## src/rtl/char_lcd_pkg.sv

```systemverilog
`default_nettype none
// ============================================================================
//  Module   : char_lcd_pkg
//  Purpose  : Shared constants for the HD44780 character LCD controller:
//             command bytes, sequence step indices, counter limits, the
//             default tick divider and a character-index helper.
//  Revision : 1.0 - initial release
// ============================================================================
package char_lcd_pkg;

    // System clocks per LCD tick (50 MHz -> 1 kHz)
    localparam int unsigned c_clk_div_default = 50000;

    // HD44780 command bytes
    localparam logic [7:0] c_cmd_func_set    = 8'h38;
    localparam logic [7:0] c_cmd_display_on  = 8'h0C;
    localparam logic [7:0] c_cmd_entry_mode  = 8'h06;
    localparam logic [7:0] c_cmd_clear       = 8'h01;
    localparam logic [7:0] c_cmd_line1_addr  = 8'h80;
    localparam logic [7:0] c_cmd_line2_addr  = 8'hC0;

    // Sequence step indices
    localparam logic [6:0] c_step_line1_cmd   = 7'd5;
    localparam logic [6:0] c_step_line1_first = 7'd6;
    localparam logic [6:0] c_step_line2_cmd   = 7'd22;
    localparam logic [6:0] c_step_line2_first = 7'd23;
    localparam logic [6:0] c_step_last        = 7'd38;

    // Sequence counter limits
    localparam logic [8:0] c_last_cnt    = 9'd155;  // step 38, phase 3
    localparam logic [8:0] c_refresh_cnt = 9'd20;   // step 5, phase 0

    // Maps a character step to its byte index in char_data (0-31).
    // Non-character steps return 0; the caller only uses the result for
    // character steps.
    function automatic logic [4:0] char_index(input logic [6:0] step);
        logic [4:0] v_idx;
        v_idx = 5'd0;
        if ((step >= c_step_line1_first) && (step < c_step_line2_cmd)) begin
            v_idx = 5'(step - c_step_line1_first);
        end else if ((step >= c_step_line2_first) && (step <= c_step_last)) begin
            v_idx = 5'(step - c_step_line2_first + 7'd16);
        end
        return v_idx;
    endfunction

endpackage : char_lcd_pkg
`default_nettype wire

```

## src/rtl/char_lcd_clk_div.sv

```systemverilog
`default_nettype none
// ============================================================================
//  Module   : char_lcd_clk_div
//  Purpose  : LCD tick generator. Emits a one-clk tick pulse every CLK_DIV
//             system clocks using a 16-bit divider.
//  Ports    : clk   - system clock (rising edge)
//             reset - synchronous active-high reset
//             tick  - one-clk pulse at the divider terminal count
//  Revision : 1.0 - initial release
// ============================================================================
module char_lcd_clk_div
    import char_lcd_pkg::*;
#(
    parameter int unsigned CLK_DIV = c_clk_div_default
) (
    input  logic clk,
    input  logic reset,
    output logic tick
);

    localparam logic [15:0] c_term = 16'(CLK_DIV - 1);

    logic [15:0] r_div;

    always_ff @(posedge clk) begin
        if (reset) begin
            r_div <= 16'd0;
        end else if (r_div == c_term) begin
            r_div <= 16'd0;
        end else begin
            r_div <= r_div + 16'd1;
        end
    end

    // Divider starts at 0 after reset, so the first tick lands CLK_DIV clocks
    // after release.
    assign tick = (r_div == c_term);

endmodule : char_lcd_clk_div
`default_nettype wire

```

## src/rtl/char_lcd_controller.sv

```systemverilog
`default_nettype none
// ============================================================================
//  Module   : char_lcd_controller
//  Purpose  : Writes 32 ASCII characters to a 2x16 HD44780 LCD. A 9-bit
//             sequence counter (step = cnt[8:2], phase = cnt[1:0]) walks the
//             init commands, line-1 address, 16 chars, line-2 address and
//             16 chars. Enable is high in phases 1-2 for setup/hold margin.
//  Ports    : clk       - system clock (rising edge)
//             reset     - synchronous active-high reset
//             char_data - 32 bytes, byte i at [8i+7:8i]; 0-15 line 1,
//                         16-31 line 2
//             lcd_e     - enable strobe
//             lcd_rs    - register select (0 command, 1 data)
//             lcd_rw    - read/write, always 0
//             lcd_db    - data bus
//  Config   : CHAR_LCD_REFRESH_EN - when defined, the sequence reloads to
//             step 5 after the last character and rewrites both lines
//             forever; otherwise it halts at the last count until reset.
//  Revision : 1.0 - initial release
// ============================================================================
module char_lcd_controller
    import char_lcd_pkg::*;
#(
    parameter int unsigned CLK_DIV = c_clk_div_default
) (
    input  logic         clk,
    input  logic         reset,
    input  logic [255:0] char_data,
    output logic         lcd_e,
    output logic         lcd_rs,
    output logic         lcd_rw,
    output logic [7:0]   lcd_db
);

    logic       w_tick;
    logic [8:0] r_lcd_cnt;
    logic [8:0] w_cnt_next;
    logic [6:0] w_step;
    logic [1:0] w_phase;
    logic       w_capture;
    logic [4:0] w_char_idx;
    logic [7:0] w_char_sel;
    logic [7:0] r_char;
    logic       r_lcd_e;
    logic       r_lcd_rs;
    logic [7:0] r_lcd_db;

    char_lcd_clk_div #(
        .CLK_DIV (CLK_DIV)
    ) u_clk_div (
        .clk   (clk),
        .reset (reset),
        .tick  (w_tick)
    );

    assign w_step  = r_lcd_cnt[8:2];
    assign w_phase = r_lcd_cnt[1:0];

    always_comb begin
        w_cnt_next = r_lcd_cnt;
        if (w_tick) begin
            if (r_lcd_cnt == c_last_cnt) begin
`ifdef CHAR_LCD_REFRESH_EN
                w_cnt_next = c_refresh_cnt;
`else
                w_cnt_next = c_last_cnt;
`endif
            end else begin
                w_cnt_next = r_lcd_cnt + 9'd1;
            end
        end
    end

    // The character byte is latched as the counter enters phase 0 of the
    // next step, so char_data changes later in the step cannot disturb the
    // bus. The hold state at the last count never re-enters phase 0.
    assign w_capture  = w_tick && (w_cnt_next != r_lcd_cnt) && (w_cnt_next[1:0] == 2'd0);
    assign w_char_idx = char_index(w_cnt_next[8:2]);
    assign w_char_sel = char_data[{w_char_idx, 3'b000} +: 8];

    always_ff @(posedge clk) begin
        if (reset) begin
            r_lcd_cnt <= 9'd0;
            r_char    <= 8'h00;
            r_lcd_e   <= 1'b0;
            r_lcd_rs  <= 1'b0;
            r_lcd_db  <= 8'h00;
        end else begin
            r_lcd_cnt <= w_cnt_next;
            if (w_capture) begin
                r_char <= w_char_sel;
            end

            // Outputs decode the current count, one clk behind it.
            r_lcd_e <= (w_phase == 2'd1) || (w_phase == 2'd2);

            case (w_step)
                7'd0, 7'd1: begin
                    r_lcd_rs <= 1'b0;
                    r_lcd_db <= c_cmd_func_set;
                end
                7'd2: begin
                    r_lcd_rs <= 1'b0;
                    r_lcd_db <= c_cmd_display_on;
                end
                7'd3: begin
                    r_lcd_rs <= 1'b0;
                    r_lcd_db <= c_cmd_entry_mode;
                end
                7'd4: begin
                    r_lcd_rs <= 1'b0;
                    r_lcd_db <= c_cmd_clear;
                end
                c_step_line1_cmd: begin
                    r_lcd_rs <= 1'b0;
                    r_lcd_db <= c_cmd_line1_addr;
                end
                c_step_line2_cmd: begin
                    r_lcd_rs <= 1'b0;
                    r_lcd_db <= c_cmd_line2_addr;
                end
                default: begin
                    r_lcd_rs <= 1'b1;
                    r_lcd_db <= r_char;
                end
            endcase
        end
    end

    assign lcd_e  = r_lcd_e;
    assign lcd_rs = r_lcd_rs;
    assign lcd_rw = 1'b0;
    assign lcd_db = r_lcd_db;

endmodule : char_lcd_controller
`default_nettype wire

```

## config.mk

```make
export PLATFORM = sky130hd
export DESIGN_NAME = char_lcd_controller
export DESIGN_NICKNAME = d
export VERILOG_FILES = /design/src/rtl/char_lcd_pkg.sv /design/src/rtl/char_lcd_clk_div.sv /design/src/rtl/char_lcd_controller.sv
export SDC_FILE = /design/constraint.sdc
export NUM_CORES = 1
export LEC_CHECK = 0
export ABC_AREA = 1
export BUFFER_PORTS_ARGS = -buffer_cell sky130_fd_sc_hd__buf_4
export CORE_UTILIZATION = 45
export CTS_CLUSTER_DIAMETER = 150
export DETAILED_ROUTE_END_ITERATION = 8
export PLACE_DENSITY_LB_ADDON = 0.25
export SLEW_MARGIN = 20
export SYNTH_ARGS = -nofsm -noshare
export SYNTH_HDL_FRONTEND = slang
export SYNTH_SLANG_ARGS = --single-unit
```

## constraint.sdc

```tcl
create_clock -name clk -period 3.15 [get_ports clk]
set_input_delay 0.4725 -clock clk [delete_from_list [all_inputs] [get_ports clk]]
set_output_delay 0.4725 -clock clk [all_outputs]
set_load 0.05 [all_outputs]
```

==> summary.md <==
| Metric | Value |
|---|---|
| Status | finished with violations |
| Failing checks | design-rule violations, negative setup slack |
| GP Congestion | 0.952 |
| # setup viols final | 8 |
| Later-pin clock latency in the skew report | 0.30 ns |
| Avg WL per Cell | 19.0 um |
| Starting Density | 46.9% |
| DRT iter0 DRCs | 1272 |
| Count of port buffers added during placement | 267 |
| EDFF count, synth | 0 |
| Worst hold start | reset |
| Crit share post-route | 116% |
| DR pass1 iterations | 9 |
| Die width | 118 um |
| Largest net degree at the start of global routing | 57 |
| Worst hold path type | primary input to register |
| N_diodes | 0 |
| Worst Path Required | 3.38 ns |
| RSZ-0062 raised after global routing | true |
| Antenna Violating Nets Remaining | 0 |
| CTS Buffer Depth | 2 |
| Worst-Margin Slew | 0.610 ns |
| Vias | 9737 |
| Avg Synthesized Cell Area | 5.31 um^2 |
| Share of cells above drive strength 1 | 42.0% |
| Reg clk slew, reported paths | 0.07 ns |
| Top FF cell, synth | dfxtp_1 |
| Via density | 5.88 |
| Post-DP HPWL | 18.8 mm |
| Placed Area | 8780 um^2 |
| Vias in the first global route | 8371 |
| Post-Route Skew | 0.00316 ns |
| Post-synthesis cell type count | 36 |
| Hold WS | 0.480 ns |
| # nets final | 1748 |
| Boundary pin count | 269 |
| Num Clock Sinks | 43 |
| Syn_nets | 1403 |
| Tot GR Track Use | 36.8% |
| Register bit total from synthesis | 43 |
| Mapped Cells | 1139 |
| Worst r2r src | u_clk_div.r_div[1]$_SDFF_PP0_ |
| Rel. slew slack | 59.2% |
| Crit path arrival time | 3.88 ns |
| FF-to-FF setup slack | -0.49 ns |
| Worst setup margin | -0.495 ns |
| Crit-path max cell delay | 0.36 ns |
| Layout area overhead | 75.4% |
| Htree depth | 2 |
| CTS root buf | clkbuf_16 |
| R2r endpoint | r_char[1]$_SDFFE_PP0P_ |
| DRC violations left | 2 |
| Pwr/cell area | 159 nW/um^2 |
| Peak Freq | 0.274 GHz |
| Warnings, synthesis | 0 |
| Design area | 10600 um^2 |
| Peak supply drop | 0.250 mV |
| Slowest CP cell | dfxtp_2 |
| Total wire length | 31.4 mm |
| Die height | 118 um |
| Core area | 12900 um^2 |
| CP max FO | 30 |
| Inserted Clock Buffers | 5 |
| Leak Pwr | 5.79 nW |
| Post-synthesis sequential area ratio | 14.2% |
| WS Path Type | register to register |
| WHS Path Cells | 2 |
| Hold Fails Final Rpt | 0 |
| Worst setup EP type | register |
| CTS tree | built |
| Min cycle time layout | 3.64 ns |
| R2R cell count | 25 |
| First-pass GRT wire length | 41.6 mm |
| Die area | 13900 um^2 |
| Initial antenna violation count | 0 |
| Synth Cell Area | 6040 um^2 |
| Worst setup SP type | register |
| Min-Delay Endpoint | r_lcd_cnt[1]$_SDFF_PP0_ |
| Gr ovfl total | 0 |
| Std-Cell Rows | 41 |
| Post-layout power | 0.00169 W |
| Slew Viols, Final | 0 |
| Max cap viols | 0 |
| Asr flop ratio synth | 0% |
| Hold buffer count at cts | 0 |
routing by layer:
layer	GRT usage [%]	up-vias	wire [um]
met3	7.27	246	4120
met1	46.6	4357	10800
met2	60.4	884	14000
li1	-	4250	-
met5	0	-	0
met4	15.5	0	2520
worst max path at each step:
stage	from	to	slack, ns	cells past startpoint
2_1_floorplan	u_clk_div.r_div[0]$_SDFF_PP0_	r_char[5]$_SDFFE_PP0P_	0.007	26
3_5_place_dp	u_clk_div.r_div[0]$_SDFF_PP0_	r_char[5]$_SDFFE_PP0P_	-0.21	24
3_3_place_gp	u_clk_div.r_div[0]$_SDFF_PP0_	r_char[5]$_SDFFE_PP0P_	-0.09	24
6_report	u_clk_div.r_div[1]$_SDFF_PP0_	r_char[1]$_SDFFE_PP0P_	-0.49	25
5_1_grt	u_clk_div.r_div[1]$_SDFF_PP0_	r_char[1]$_SDFFE_PP0P_	-0.56	25
4_1_cts	u_clk_div.r_div[0]$_SDFF_PP0_	r_char[1]$_SDFFE_PP0P_	-0.13	27
timing repair:
item                                   in CTS  in global routing
endpoints found under the hold margin       0                  0
cloned                                      9                  8
setup buffers                              23                 12
pin swaps                                  19                 70
gates resized for setup                    83                148
setup endpoints to repair                   8                  8
cell families after synthesis:
family / Yosys count / synth area share, %
simple gates: 711 / 56.7
flops: 43 / 14.2
compound gates: 44 / 4.33
xor+xnor: 11 / 1.59
buf+inv: 323 / 21.8
fa+ha+maj: 6 / 1.24
other cells: 1 / 0.0621
cells in the mapped netlist (2+ instances only):
library cell | number | area share [%]
nand3_1 | 308 | 26
nand2_1 | 260 | 16
inv_1 | 253 | 16
nor2_1 | 50 | 3.1
nand3b_1 | 49 | 6.1
dfxtp_1 | 43 | 14
buf_2 | 28 | 2.3
clkbuf_1 | 24 | 1.5
a21oi_1 | 23 | 1.9
o21ai_0 | 13 | 1.1
nor3_1 | 12 | 0.99
xor2_1 | 11 | 1.6
nand2_2 | 10 | 1.0
buf_4 | 8 | 0.99
ha_1 | 6 | 1.2
buf_6 | 5 | 0.93
inv_2 | 4 | 0.25
nand2_4 | 4 | 0.75
nand4_1 | 3 | 0.31
nor2_4 | 3 | 0.56
a32o_1 | 2 | 0.33
and3_1 | 2 | 0.21
nor2_8 | 2 | 0.66
nor4_1 | 2 | 0.21
o21ai_2 | 2 | 0.29
or2_2 | 2 | 0.21
power breakdown:
group          switching (W)  internal (W)  total [W]
Sequential        0.00000422      0.000549   0.000553
Clock               0.000255      0.000378   0.000633
Combinational       0.000212      0.000291   0.000504
metrics by stage:
| step | cells | util, % | setup WS [ns] | setup TNS (ns) |
|---|---|---|---|---|
| 3_5_place_dp | 1603 | 68.2 | -0.210 | -1.40 |
| 3_3_place_gp | 1603 | 68.2 | -0.0928 | -0.411 |
| 6_report | 1657 | 82.3 | -0.495 | -2.91 |
| 4_1_cts | 1643 | 75.8 | -0.127 | -0.876 |
| 5_1_grt | 1657 | 82.3 | -0.556 | -3.82 |
| 2_1_floorplan | 1139 | - | 0.00747 | 0 |
critical path, delay by kind of cell (launching register included):
kind	cells	cell delay (ns)
buffers and inverters	4	0.59
AOI/OAI and AO/OA	1	0.14
DFF	1	0.36
adders and majority gates	2	0.37
and+or+nand+nor	18	2.11
cells in the final DEF, fill, tap and decap left out, types with 18 or more instances in the layout:
cell / instances
buf_4: 356
inv_1: 247
nand2_1: 235
nand3_1: 181
nand3_2: 122
nand3b_1: 49
nor2_1: 43
dfxtp_1: 41
nand2_2: 30
buf_12: 19
a21oi_1: 18
area by class of cell:
cell class / instances / area, um^2
multi-input combinational: 773 / 4770
timing repair buffer: 403 / 3590
fill: 776 / 2280
inverter: 258 / 978
sequential: 43 / 863
tap: 172 / 215
clock buffer: 5 / 125
clock inverter: 3 / 46.3
flip-flops by register name, indices dropped and copies added (netlist names):
| name | cells |
|---|---|
| lcd_e | 1 |
| r_char | 8 |
| lcd_rs | 1 |
| u_clk_div.r_div | 16 |
| lcd_db | 8 |
| r_lcd_cnt | 9 |
No activity file was read; power rests on OpenSTA's default activity.
